### config.mk
export PLATFORM = sky130hd
export DESIGN_NAME = pwm_fader
export DESIGN_NICKNAME = d
export VERILOG_FILES = /design/src/rtl/pwm_fader.sv
export SDC_FILE = /design/constraint.sdc
export NUM_CORES = 1
export LEC_CHECK = 0
export BUFFER_PORTS_ARGS = -buffer_cell sky130_fd_sc_hd__buf_2
export CELL_PAD_IN_SITES_DETAIL_PLACEMENT = 1
export CELL_PAD_IN_SITES_GLOBAL_PLACEMENT = 1
export CORE_ASPECT_RATIO = 1.25
export CORE_MARGIN = 2
export CORE_UTILIZATION = 54
export CTS_BUF_LIST = sky130_fd_sc_hd__clkbuf_8
export CTS_CLUSTER_DIAMETER = 50
export DETAILED_ROUTE_END_ITERATION = 10
export GPL_TIMING_DRIVEN = 0
export HOLD_SLACK_MARGIN = 0.12
export PLACE_DENSITY_LB_ADDON = 0.25
export SLEW_MARGIN = 15
export SYNTH_ARGS = -nofsm -noshare
export SYNTH_HDL_FRONTEND = slang
export SYNTH_SLANG_ARGS = --single-unit
### constraint.sdc
create_clock -name CLK -period 4.45 [get_ports CLK]
set_input_delay 0.2225 -clock CLK [delete_from_list [all_inputs] [get_ports CLK]]
set_output_delay 0.2225 -clock CLK [all_outputs]
set_load 0.02 [all_outputs]
### src/rtl/pwm_fader.sv
`default_nettype none
// ============================================================================
// Module   : pwm_fader
// Purpose  : Multi-channel PWM generator with per-channel step or ramped duty
//            changes, applied only at period boundaries.
// Revision : 1.0 - initial release
// ============================================================================
module pwm_fader #(
  parameter int NCH       = 4,
  parameter int W         = 8,
  parameter int PRESC     = 1,
  parameter int FADE_STEP = 1,
  localparam int CW       = (NCH > 1) ? $clog2(NCH) : 1
) (
  input  logic           CLK,
  input  logic           RST_N,
  input  logic           wr_en,
  input  logic [CW-1:0]  ch_sel,
  input  logic [W-1:0]   target,
  input  logic           fade,
  output logic [NCH-1:0] pwm_out,
  output logic [NCH-1:0] busy,
  output logic           period_start
);

  localparam int            PW           = (PRESC > 1) ? $clog2(PRESC) : 1;
  localparam logic [PW-1:0] c_PRESC_LAST = PW'(PRESC - 1);
  localparam logic [W-1:0]  c_CTR_LAST   = W'(2 ** W - 2);
  localparam logic [W-1:0]  c_STEP       = W'(FADE_STEP);

  logic          r_run;
  logic          r_started;
  logic [PW-1:0] r_presc;
  logic [W-1:0]  r_ctr;
  logic          w_tick;
  logic          w_pstart;

  // r_run keeps the prescaler idle for one cycle after reset release so no
  // tick (and no period_start) can be decoded while RST_N is still low.
  assign w_tick       = r_run && (r_presc == c_PRESC_LAST);
  assign w_pstart     = w_tick && (!r_started || (r_ctr == c_CTR_LAST));
  assign period_start = w_pstart;

  always_ff @(posedge CLK or negedge RST_N) begin
    if (!RST_N) begin
      r_run     <= 1'b0;
      r_started <= 1'b0;
      r_presc   <= '0;
      r_ctr     <= '0;
    end else begin
      r_run <= 1'b1;
      if (w_tick) begin
        r_presc   <= '0;
        r_started <= 1'b1;
        r_ctr     <= w_pstart ? '0 : r_ctr + 1'b1;
      end else if (r_run) begin
        r_presc <= r_presc + 1'b1;
      end
    end
  end

  for (genvar i = 0; i < NCH; i++) begin : g_ch
    localparam logic [CW-1:0] c_IDX = CW'(i);

    logic [W-1:0] r_target;
    logic [W-1:0] r_active;
    logic         r_fade;
    logic         r_pwm;
    logic         w_wr;
    logic [W-1:0] w_up;
    logic [W-1:0] w_dn;
    logic [W-1:0] w_next;

    // Rewriting the current target leaves target and mode untouched.
    assign w_wr = wr_en && (ch_sel == c_IDX) && (target != r_target);
    assign w_up = r_target - r_active;
    assign w_dn = r_active - r_target;

    always_comb begin
      w_next = r_target;
      if (r_fade) begin
        if (r_active < r_target) begin
          w_next = (w_up > c_STEP) ? r_active + c_STEP : r_target;
        end else if (r_active > r_target) begin
          w_next = (w_dn > c_STEP) ? r_active - c_STEP : r_target;
        end
      end
    end

    always_ff @(posedge CLK or negedge RST_N) begin
      if (!RST_N) begin
        r_target <= '0;
        r_fade   <= 1'b0;
        r_active <= '0;
        r_pwm    <= 1'b0;
      end else begin
        if (w_wr) begin
          r_target <= target;
          r_fade   <= fade;
        end
        if (w_pstart) begin
          r_active <= w_next;
        end
        r_pwm <= (r_ctr < r_active);
      end
    end

    assign pwm_out[i] = r_pwm;
    assign busy[i]    = (r_active != r_target);
  end

endmodule
`default_nettype wire

[After elaboration in Yosys (flattened, before gate mapping)]
Cells that the tools add are included.
Storage, ports and cells
  bits of input ports: 14
  output and inout port bits: 9
  register bits: 83
  logic and storage cells: 108
Operators by class
  bitwise gates (word level): 1
  magnitude comparators: 20
  reductions and logical operators: 14
  equal/unequal tests: 12
  $add $sub $neg: 18
  multiplexer cells: 23
Operators with widths (count)
  2-to-1 mux 8 bit: 21
  > comparator 8 x 1 -> 1 bit (second input constant): 8
  less-than comparator 8 bit: 8
  != test 8 bit: 8
  subtractor 8 bit: 8
  adder 8 x 1 -> 8 bit (second input constant): 5
  > comparator 8 bit: 4
  subtractor 8 x 1 -> 8 bit (second input constant): 4
  logical AND 1 bit: 10
  == test 8 bit (second input constant): 1
  == test 2 bit (second input constant): 2
  == test 2 x 1 -> 1 bit (second input constant): 1
  zero test 2 bit: 1
  2-to-1 mux 1 bit: 2
  nonzero test 2 bit: 1
  adder 1 bit (second input constant): 1
  zero test 1 bit: 1
  logical OR 1 bit: 1
  NOT 1 bit: 1

[Logic depth before layout (Yosys ltp)]
  depth in word-level cells: 6
  mapped depth: 13
  depth with buffers taken out: 12

[Least setup slack after synthesis]
No wires, ideal clock.
  kind: register -> register
  start: reg g_ch[0].r_active[0]
  end: reg g_ch[0].r_active[3]
  data required time: 4327 ps
  buffers on the path: 0
  setup time: 123 ps
  cell stages (with the launch flop): 13
  path slack: 1442 ps
  arrival time: 2885 ps
  cell sequence: dfrtp_1 inv_1 ha_1 fa_1 and2b_1 o211ai_1 a21oi_1 nor2_1 a2111oi_4 o22ai_1 o21bai_2 nand2_2 o221a_1
Between the ends
  cells in the longest elaborated chain, start to end: 6
Ends and longest elaborated chain
  from (decl): line 66  | logic [W-1:0] r_active;
  from (signal assigned): line 102  | r_active <= w_next;
  subtractor 8 bit: line 77  | assign w_dn = r_active - r_target;
  > comparator 8 x 1 -> 1 bit: line 85  | w_next = (w_dn > c_STEP) ? r_active - c_STEP : r_target;
  2-to-1 mux 8 bit: line 85
  2-to-1 mux 8 bit: line 84  | end else if (r_active > r_target) begin
  2-to-1 mux 8 bit (*): line 82  | if (r_active < r_target) begin
  2-to-1 mux 8 bit (*): line 81  | if (r_fade) begin
Every way passes the cells marked *; elsewhere a longest branch is shown, timed or not.
A chain may end at the register's enable or synchronous reset.

[Worst setup path in the final report]
  start: reg r_ctr[0]
  end: out period_start
Between the ends
  cells in the longest elaborated chain, start to end: 3
Ends and longest elaborated chain
  from (decl): line 34  | logic [W-1:0] r_ctr;
  from (signal assigned): line 55  | r_ctr <= w_pstart ? '0 : r_ctr + 1'b1;
  == test 8 bit: line 41  | assign w_pstart = w_tick && (!r_started || (r_ctr == c_CTR_LAST));
  logical OR 1 bit: line 41
  logical AND 1 bit: line 41
  to (decl): line 23  | output logic period_start
Every way passes these cells.

==> flow_metrics.env <==
export IMPL_routed_wirelength_um=28490
export IMPL_setup_slack_ps=506.7
export IMPL_cts_buffers=9
export IMPL_outcome="complete, no violations"
export IMPL_async_flop_share_pct=100.0
export IMPL_hpwlAfterDp_um=21540
export IMPL_synth_cell_area_sq_um=8805
export IMPL_rr_startpoint="g_ch[3].r_active[0]"
export IMPL_ys_top_cells_by_area="dfrtp_1 24%, ha_1 14%, xnor2_1 4.1%"
export IMPL_die_w_um=118.2
export IMPL_synth_top_flop_cell="dfrtp_1"
export IMPL_synth_cell_types=88
export IMPL_hold_viol=0
export IMPL_portBuffers=14
export IMPL_synth_edf_count=0
export IMPL_syn_inst=1060
export IMPL_worstSetupStartpointType="register"
export IMPL_htreeDepth=3
export IMPL_cts_tree="done"
export IMPL_cts_sinks=83
export IMPL_slew_headroom_pct=22.74
export IMPL_nets=1207
export IMPL_fmax_mhz=253.6
export IMPL_dieArea_sq_um=17350
export IMPL_reg2reg_slack_ps=730
export IMPL_max_vdd_ir_drop_mv=0.2028
export IMPL_synth_seq_cells=83
export IMPL_avgSynthCellArea_sq_um=8.306
export IMPL_die_y_um=146.8
export IMPL_path_clk_slew_ps=100
export IMPL_ios=23
export IMPL_synth_fp_nets=1180
export IMPL_synth_warnings=0
export IMPL_setup_viol=0
export IMPL_grt_pass1_wl_um=46570
export IMPL_reg2reg_to="g_ch[3].r_active[0]"
export IMPL_drtIter0Drc=470
export IMPL_start_util_pct=54.79
export IMPL_antenna_found_initial=0
export IMPL_worst_pin_slew_ps=1152
export IMPL_worstSetupEndpointType="output port"
export IMPL_grt_ovfl_total=0
export IMPL_drc=0
export IMPL_place_ws_ps=814.9
export IMPL_via_count=8410
export IMPL_period_share_pct=88.61
export IMPL_drive_above_1_share_pct=8.242
export IMPL_clkLatencyLatePin_ps=390
export IMPL_place_congestion=0.9108
export IMPL_final_cell_mix="98 x ha_1, 84 x inv_1, 83 x dfrtp_1, 73 x nor2_1, 68 x nand2_1"
export IMPL_wl_per_cell_um=21.78
export IMPL_final_common_cell="ha_1"
export IMPL_rsz0062_at_grt="false"
export IMPL_worstHoldEndpoint="g_ch[2].r_fade"
export IMPL_antenna_cells=0
export IMPL_drt_vias_per_instance=6.430
export IMPL_hold_depth=3
export IMPL_rr_worst_depth=12
export IMPL_ant_nets=0
export IMPL_place_area_sq_um=9175
export IMPL_seq_area_frac_synth_pct=23.59
export IMPL_cts_root_buf="clkbuf_8"
export IMPL_final_min_clock_period_ps=3943
export IMPL_clockBufferDepth=2
export IMPL_maxCapViolations=0
export IMPL_skew_ps=12.91
export IMPL_p_per_area_nw_per_um2=441.3
export IMPL_cts_repair_resized=0
export IMPL_cts_setup_buffers=0
export IMPL_core_sq_um=16070
export IMPL_hold_ws_ps=168.9
export IMPL_ctsHoldBuffers=1
export IMPL_final_setup_tns_ps=0
export IMPL_grt_start_max_net_pins=58
export IMPL_finalPower_mw=4.143
export IMPL_final_cell_area_sq_um=9387
export IMPL_leakage_nw=4.113
export IMPL_synthToLayoutAreaGrowth_pct=6.608
export IMPL_slew_viol_final=0
export IMPL_cp_max_fo=10
export IMPL_yosysTopAreaCellShare_pct=23.59
export IMPL_path_class="reg -> out"
export IMPL_row_count=52
export IMPL_grtUsageTotal_pct=33.43
export IMPL_first_pass_iters=4
export IMPL_worstHoldPathType="in -> reg"
export IMPL_synth_area_leader_cell="dfrtp_1"
export IMPL_crit_arrival_ps=3720
export IMPL_first_global_vias=8944
export IMPL_min_from="fade"
export IMPL_required_ps=4230
-- logic make-up (layout without fill, tap and decap cells) --
| logic type | after synthesis | count (layout) | synth area share, % |
|---|---|---|---|
| AO/OA/AOI/OAI | 313 | 313 | 25.35 |
| XOR/XNOR | 74 | 74 | 7.361 |
| adder cells (fa/ha/maj) | 106 | 106 | 15.75 |
| buffers and inverters | 137 | 169 | 6.366 |
| flip-flops | 83 | 83 | 23.59 |
| multiplexers | 25 | 25 | 3.041 |
| other | 1 | 1 | 0.04259 |
| AND/OR/NAND/NOR | 321 | 321 | 18.50 |
-- flip-flops by register name, indices dropped and copies added, names as in the netlist --
register,cells
r_run,1
g_ch.r_target,32
r_presc,1
r_ctr,8
g_ch.r_active,32
g_ch.r_fade,4
g_ch.r_pwm,4
r_started,1
-- through the flow --
stage | instances | util, %
finish | 1308 | 58.41
global route | 1308 | 58.41
CTS | 1308 | 58.41
detailed placement | 1291 | 57.09
global placement | 1290 | 56.91
floorplan | 1060 | -
-- final cells by class --
cell class	instances	area [sq um]
well taps	216	270.3
flip-flops and latches	83	2077
inverters	88	331.6
clock buffers	10	137.6
plain buffers	49	229.0
clock inverters	6	63.81
fillers	2025	6684
multi-input cells	840	6167
repair buffers	16	110.1
-- Yosys cell counts (7+ instances only) --
cell,number
a211o_1,7
a211oi_1,9
a21o_1,22
a21oi_1,62
a221oi_1,7
a311oi_1,7
a31oi_1,13
and2_1,12
and3_1,20
buf_2,9
clkbuf_1,32
dfrtp_1,83
fa_1,8
ha_1,98
inv_1,83
mux2_2,12
mux2i_1,11
nand2_1,68
nand2b_1,21
nand3_1,30
nand4_1,15
nor2_1,73
nor2b_1,18
nor3_1,25
nor4_1,12
o211ai_1,12
o21a_1,12
o21ai_0,59
o21ai_1,21
o21bai_1,7
o22ai_1,7
xnor2_1,41
xor2_1,33
-- layer usage --
layer / up-vias / track usage, % / wire (um)
li1: 3850 / - / -
met1: 4209 / 41.52 / 11830
met2: 264 / 58.06 / 14380
met3: 87 / 3.067 / 1125
met4: 0 / 16.51 / 1162
met5: - / 0 / 0
-- power by group --
part / total [mW] / switching [mW] / internal (mW)
Clock: 0.600 / 0.325 / 0.275
Sequential: 1.13 / 0.248 / 0.882
Combinational: 2.41 / 1.44 / 0.968
-- critical path, cell delays in order, from the launching register on --
cell and delay (ps):
dfrtp_1 390, clkbuf_1 220, inv_1 100, ha_1 150, nand3_1 80, o31ai_1 710, nand2b_1 100, clkbuf_1 200
clkinv_1 220, buf_2 330, buf_1 540, buf_2 280
-- worst max-delay path by stage --
stage | startpoint | end | slack, ps | depth (start not counted)
global route | r_ctr[0] | period_start | 300 | 11
finish | r_ctr[0] | period_start | 510 | 11
CTS | r_ctr[0] | period_start | 520 | 11
floorplan | g_ch[0].r_active[0] | g_ch[0].r_active[3] | 1440 | 12
global placement | g_ch[3].r_active[0] | g_ch[3].r_active[0] | 820 | 12
detailed placement | g_ch[3].r_active[0] | g_ch[3].r_active[0] | 810 | 12
No activity file was read; power rests on OpenSTA's default activity.
